## src/rtl/config_chain_loader.sv

```systemverilog
// Serialises configuration words LSB-first onto a tile shift chain,
// then pulses the chain set line to commit the shadow configuration.
module config_chain_loader #(
   parameter int WORD_WIDTH = 32,
   parameter int CHAIN_LEN  = 1024,
   parameter int SET_CYCLES = 1,
   parameter int CNT_W      = $clog2(CHAIN_LEN + 1)
) (
   input  logic                  clk,
   input  logic                  rst,
   input  logic                  start,
   input  logic                  abort,
   input  logic [WORD_WIDTH-1:0] word_data,
   input  logic                  word_valid,
   output logic                  word_ready,
   output logic                  cfg_shift_in,
   output logic                  cfg_cen,
   output logic                  cfg_set_in,
   output logic                  busy,
   output logic                  done
);

   localparam int BW = (WORD_WIDTH > 2) ? $clog2(WORD_WIDTH) : 1;
   localparam int SW = $clog2(SET_CYCLES + 1);

   typedef enum logic [2:0] {
      S_IDLE,
      S_FETCH,
      S_SHIFT,
      S_SET,
      S_DONE
   } state_e;

   state_e                state_q, state_d;
   logic [WORD_WIDTH-1:0] shreg_q, shreg_d;
   logic [BW-1:0]         bit_idx_q, bit_idx_d;
   logic [CNT_W-1:0]      rem_q, rem_d;
   logic [SW-1:0]         set_cnt_q, set_cnt_d;
   logic                  last_q, last_d;
   logic                  word_end;
   logic                  last_bit;

   assign last_bit = (rem_q == CNT_W'(1));
   assign word_end = (bit_idx_q == BW'(WORD_WIDTH - 1)) || last_bit;

   always_ff @(posedge clk or negedge rst) begin
      if (!rst) begin
         state_q   <= S_IDLE;
         shreg_q   <= '0;
         bit_idx_q <= '0;
         rem_q     <= '0;
         set_cnt_q <= '0;
         last_q    <= 1'b0;
      end else begin
         state_q   <= state_d;
         shreg_q   <= shreg_d;
         bit_idx_q <= bit_idx_d;
         rem_q     <= rem_d;
         set_cnt_q <= set_cnt_d;
         last_q    <= last_d;
      end
   end

   always_comb begin
      state_d      = state_q;
      shreg_d      = shreg_q;
      bit_idx_d    = bit_idx_q;
      rem_d        = rem_q;
      set_cnt_d    = set_cnt_q;
      last_d       = last_q;
      word_ready   = 1'b0;
      cfg_shift_in = 1'b0;
      cfg_cen      = 1'b0;
      cfg_set_in   = 1'b0;
      busy         = 1'b1;
      done         = 1'b0;

      unique case (state_q)
         S_IDLE: begin
            busy = 1'b0;
            if (start) begin
               state_d   = S_FETCH;
               rem_d     = CNT_W'(CHAIN_LEN);
               bit_idx_d = '0;
               last_d    = 1'b0;
            end
         end
         S_FETCH: begin
            word_ready   = !abort;
            cfg_shift_in = last_q;
            if (word_valid && word_ready) begin
               shreg_d   = word_data;
               bit_idx_d = '0;
               state_d   = S_SHIFT;
            end
         end
         S_SHIFT: begin
            cfg_cen      = 1'b1;
            cfg_shift_in = shreg_q[0];
            last_d       = shreg_q[0];
            rem_d        = rem_q - CNT_W'(1);
            shreg_d      = shreg_q >> 1;
            bit_idx_d    = bit_idx_q + BW'(1);
            if (last_bit) begin
               state_d   = S_SET;
               set_cnt_d = '0;
            end else if (word_end) begin
               // Prefetch on the final bit keeps the chain streaming
               word_ready = !abort;
               if (word_valid && word_ready) begin
                  shreg_d   = word_data;
                  bit_idx_d = '0;
               end else begin
                  state_d = S_FETCH;
               end
            end
         end
         S_SET: begin
            cfg_set_in   = 1'b1;
            cfg_shift_in = last_q;
            if (set_cnt_q == SW'(SET_CYCLES - 1)) begin
               state_d = S_DONE;
            end else begin
               set_cnt_d = set_cnt_q + SW'(1);
            end
         end
         S_DONE: begin
            done         = 1'b1;
            cfg_shift_in = last_q;
            state_d      = S_IDLE;
         end
         default: begin
            state_d = S_IDLE;
         end
      endcase

      if (abort && (state_q != S_IDLE)) begin
         state_d   = S_IDLE;
         rem_d     = '0;
         bit_idx_d = '0;
         set_cnt_d = '0;
         last_d    = 1'b0;
      end
   end

endmodule

```

## config.mk

```make
export PLATFORM = sky130hd
export DESIGN_NAME = config_chain_loader
export DESIGN_NICKNAME = d
export VERILOG_FILES = /design/src/rtl/config_chain_loader.sv
export SDC_FILE = /design/constraint.sdc
export NUM_CORES = 1
export LEC_CHECK = 0
export CAP_MARGIN = 15
export CORE_UTILIZATION = 34
export DETAILED_ROUTE_END_ITERATION = 10
export PLACE_DENSITY_LB_ADDON = 0.12
export SLEW_MARGIN = 20
export SYNTH_ARGS = -nofsm -noshare
export SYNTH_HDL_FRONTEND = slang
export SYNTH_SLANG_ARGS = --single-unit
export TNS_END_PERCENT = 30
```

## constraint.sdc

```tcl
create_clock -name clk -period 3.4 [get_ports clk]
set_input_delay 1.02 -clock clk [delete_from_list [all_inputs] [get_ports clk]]
set_output_delay 1.02 -clock clk [all_outputs]
set_load 0.005 [all_outputs]
```

==> impl_metrics.yaml <==
grt:
  gr-usage-all-layers: 0.172
  largest_net_degree_at_the_start_of_global_routing: 53
  overflow: 0
  grt_first_pass_wirelength_um: 11800
  first_global_vias: 2441
  grt_antenna_before_repair: 0
placed_design:
  finalWeightedCongestion: 0.791
  dp_hpwl_um: 4410
  place_worst_setup_slack_ps: 236
  post-place-cells: 452
  io_buffers: 42
power_and_ir_drop:
  max-vdd-ir-drop_uv: 277
  p_leak_nw: 1.40
  switching_power_mw: 1.21
  share_clk_of_total_power: 0.156
  p_sw_frac: 0.415
  powerDensity_nw_per_um2: 845
  share_comb_of_total_power: 0.474
  pwr-share-seq: 0.370
  p_int_mw: 1.70
sta:
  finalWorstSetupSlack_ps: 213
  hold_violations: 0
  final_min_period_over_clock_period: 0.937
  timing.setup.tns_ps: 0
  slew_headroom: 0.468
  timing_worst_slew_pin_value_ps: 796
  finalMaxSlewViolations: 0
  finalSetupViolCount: 0
  clock_skew_ps: 20.2
  final.hold.worst_slack_ps: 508
  period_minus_slack_ps: 3190
  unrepaired_setup_endpoints_after_global_routing: "no"
  fmax_mhz: 314
routing:
  postRouteWirelength_um: 7020
  drc: 0
  avgViaCountPerCell: 5.61
  drt-pass1-iter-count: 4
  ant_nets: 0
  drt_iter0_drc: 138
  detailroute.via_count: 2580
  routed_wire_length_per_instance_um: 15.3
setup_path:
  worstReg2RegEnd: "bit_idx_q[3]$_DFFE_PN0P_"
  critical_path_required_ps: 2380
  critical-path-top-delay-family: "buffers and inverters"
  r2r.worst_path.cells: 8
  timing.critical_path.to_type: "output port"
  cp.arrival_ps: 2170
  critPathMaxFanout: 5
  cp-start-kind: "flip-flop"
  cp_slowest_stage_delay_ps: 460
  cp_cell_sequence: "inv_1 -> ha_1 -> nor4b_4 -> nand3_1 -> a31oi_1 -> nor3_1 -> clkdlybuf4s50_1"
  critical_path.reg2reg.startpoint: "bit_idx_q[0]$_DFFE_PN0P_"
  r2r_setup_slack_ps: 1310
  worst_path_max_delay_cell: "sky130_fd_sc_hd__clkdlybuf4s50_1"
  crit_buf_inv: 2
  worst-setup-path-type: "reg -> out"
synth:
  synth.area.top_cells: "sky130_fd_sc_hd__dfrtp_1, sky130_fd_sc_hd__o21ai_0, sky130_fd_sc_hd__a31oi_1, sky130_fd_sc_hd__a21oi_1, sky130_fd_sc_hd__nor2_1"
  synth_ff_type: "sky130_fd_sc_hd__dfrtp_1"
  synth.cell_area_um2: 2780
  synth.yosys.warnings: 0
  synth_top_cell_by_area: "sky130_fd_sc_hd__dfrtp_1"
  ys_ff_latch: 52
  syn_nets: 362
  syn-mean-instance-area_um2: 8.65
  postSynth.asyncResetShare: 1.00
  yosysSeqAreaShare: 0.469
  synthesis.instances: 321
  synth_enable_flop_cells: 0
  yosys.cell_types.count: 38
  netlist.area_leader.share: 0.469
floorplanning:
  die-width_um: 92.4
  die_h_um: 92.4
  die_area_um2: 8530
  floorplan.initialDensity: 0.356
  row_count: 32
  core_area_um2: 7810
  ios: 43
clocking:
  cts.path.max_buffers: 2
  cts_tree: "yes"
  clk_pin_slew_ps: 90
  h-tree-depth: 2
  clock_latency_ps: 320
  cts.repair_timing.setup_buffer_count: 0
  clock_tree.root_cell: "sky130_fd_sc_hd__clkbuf_8"
  num_cts_buffers: 5
  cts_sinks: 52
cells_and_area:
  final_nets: 398
  layout-drive-gt1-share: 0.0838
  num-fill-cells: 795
  insertedDiodeCount: 0
  final_cells: 460
  flow.area_growth_from_synthesis_pct: 24.1
run_status:
  status: "finished, final reports clean"
min_path:
  min_path_type: "reg -> reg"
  holdPathEnd: "rem_q[8]$_DFFE_PN0P_"
  holdCritStartpoint: "rem_q[8]$_DFFE_PN0P_"
  hold-path-cell-count: 1
run:
  timing.max_cap.violations: 0
[routing by layer]
metal / track usage / vias up / routed length [µm]
met5: 0 / - / 0
met4: 0.0391 / 0 / 46
met3: 0.0369 / 4 / 270
met2: 0.267 / 57 / 3280
met1: 0.246 / 1264 / 3420
li1: - / 1255 / -
[worst max-delay path by stage]
| stage | startpoint | endpoint | slack, ps | depth (start not counted) |
|---|---|---|---|---|
| finish | rem_q[1]$_DFFE_PN0P_ | word_ready | 210 | 7 |
| global route | rem_q[1]$_DFFE_PN0P_ | word_ready | 60 | 7 |
| CTS | rem_q[1]$_DFFE_PN0P_ | word_ready | 80 | 7 |
| detailed placement | abort | word_ready | 240 | 3 |
| global placement | abort | word_ready | 230 | 3 |
| floorplan | abort | word_ready | 990 | 2 |
[through the flow]
stage	instance area [µm²]	power, mW	util
after floorplan	2780	2.02	-
after global routing	3450	3.18	0.441
after detailed placement	3320	2.46	0.425
after global placement	3320	2.44	0.425
after CTS	3440	2.93	0.440
final	3450	2.91	0.441
[power groups by stage]
stage,sequential (mW),combinational (mW),clock [mW]
5_1_grt,1.12,1.56,0.495
6_report,1.08,1.38,0.453
4_1_cts,1.07,1.39,0.470
2_1_floorplan,1.02,1.00,0
3_3_place_gp,1.08,1.36,0
3_5_place_dp,1.08,1.38,0
[final cells by class]
class,count,area [µm²],area share
tap,102,128,0.0370
multi-input combinational,234,1350,0.390
timing repair buffer,56,520,0.151
sequential,52,1300,0.378
inverter,8,30.0,0.00871
clock inverter,2,38.8,0.0113
clock buffer,6,82.6,0.0240
[Yosys cell counts, types with 3 or more instances]
cell                       instances
sky130_fd_sc_hd__inv_1             8
sky130_fd_sc_hd__or4_1             4
sky130_fd_sc_hd__nand2_1          15
sky130_fd_sc_hd__nor3_1            5
sky130_fd_sc_hd__buf_2             7
sky130_fd_sc_hd__ha_1              4
sky130_fd_sc_hd__nand3_1           5
sky130_fd_sc_hd__nand2b_1          3
sky130_fd_sc_hd__dfrtp_1          52
sky130_fd_sc_hd__o31ai_1           3
sky130_fd_sc_hd__a22o_1            3
sky130_fd_sc_hd__a21oi_1          34
sky130_fd_sc_hd__a31oi_1          37
sky130_fd_sc_hd__nor2_1           44
sky130_fd_sc_hd__a32o_1            4
sky130_fd_sc_hd__o21ai_0          48
sky130_fd_sc_hd__clkbuf_1         18
[cell families after synthesis]
family                   share of synthesized area
AO/OA/AOI/OAI                                0.291
AND/OR/NAND/NOR                              0.169
flip-flops                                   0.469
buffers and inverters                       0.0536
adder cells (fa/ha/maj)                     0.0180
[what timing repair did]
| action | 4_1_cts | 5_1_grt |
|---|---|---|
| resized for setup | 0 | 1 |
| setup endpoints to repair | 0 | 1 |
| hold buffers | 0 | 0 |
[cells in the final DEF (no fill, tap or decap), types with 6 or more instances in the layout]
| cell type | count |
|---|---|
| sky130_fd_sc_hd__dfrtp_1 | 52 |
| sky130_fd_sc_hd__o21ai_0 | 47 |
| sky130_fd_sc_hd__nor2_1 | 44 |
| sky130_fd_sc_hd__clkdlybuf4s50_1 | 41 |
| sky130_fd_sc_hd__a31oi_1 | 36 |
| sky130_fd_sc_hd__a21oi_1 | 34 |
| sky130_fd_sc_hd__nand2_1 | 15 |
| sky130_fd_sc_hd__buf_4 | 14 |
| sky130_fd_sc_hd__inv_1 | 8 |
| sky130_fd_sc_hd__clkbuf_8 | 6 |
[state kept, by name, summed over array words and instances, names as in the netlist]
register and cells:
last_q 1, rem_q 11, shreg_q 32, bit_idx_q 5, state_q 3
[worst register-to-register path, delay by kind of cell (launching register included)]
family,cells,cell delay [ps]
AOI/OAI and AO/OA,2,150
adders and majority gates,2,450
buffers and inverters,1,220
DFF,1,420
and+or+nand+nor,3,790
Power figures use the tool's default switching activity.
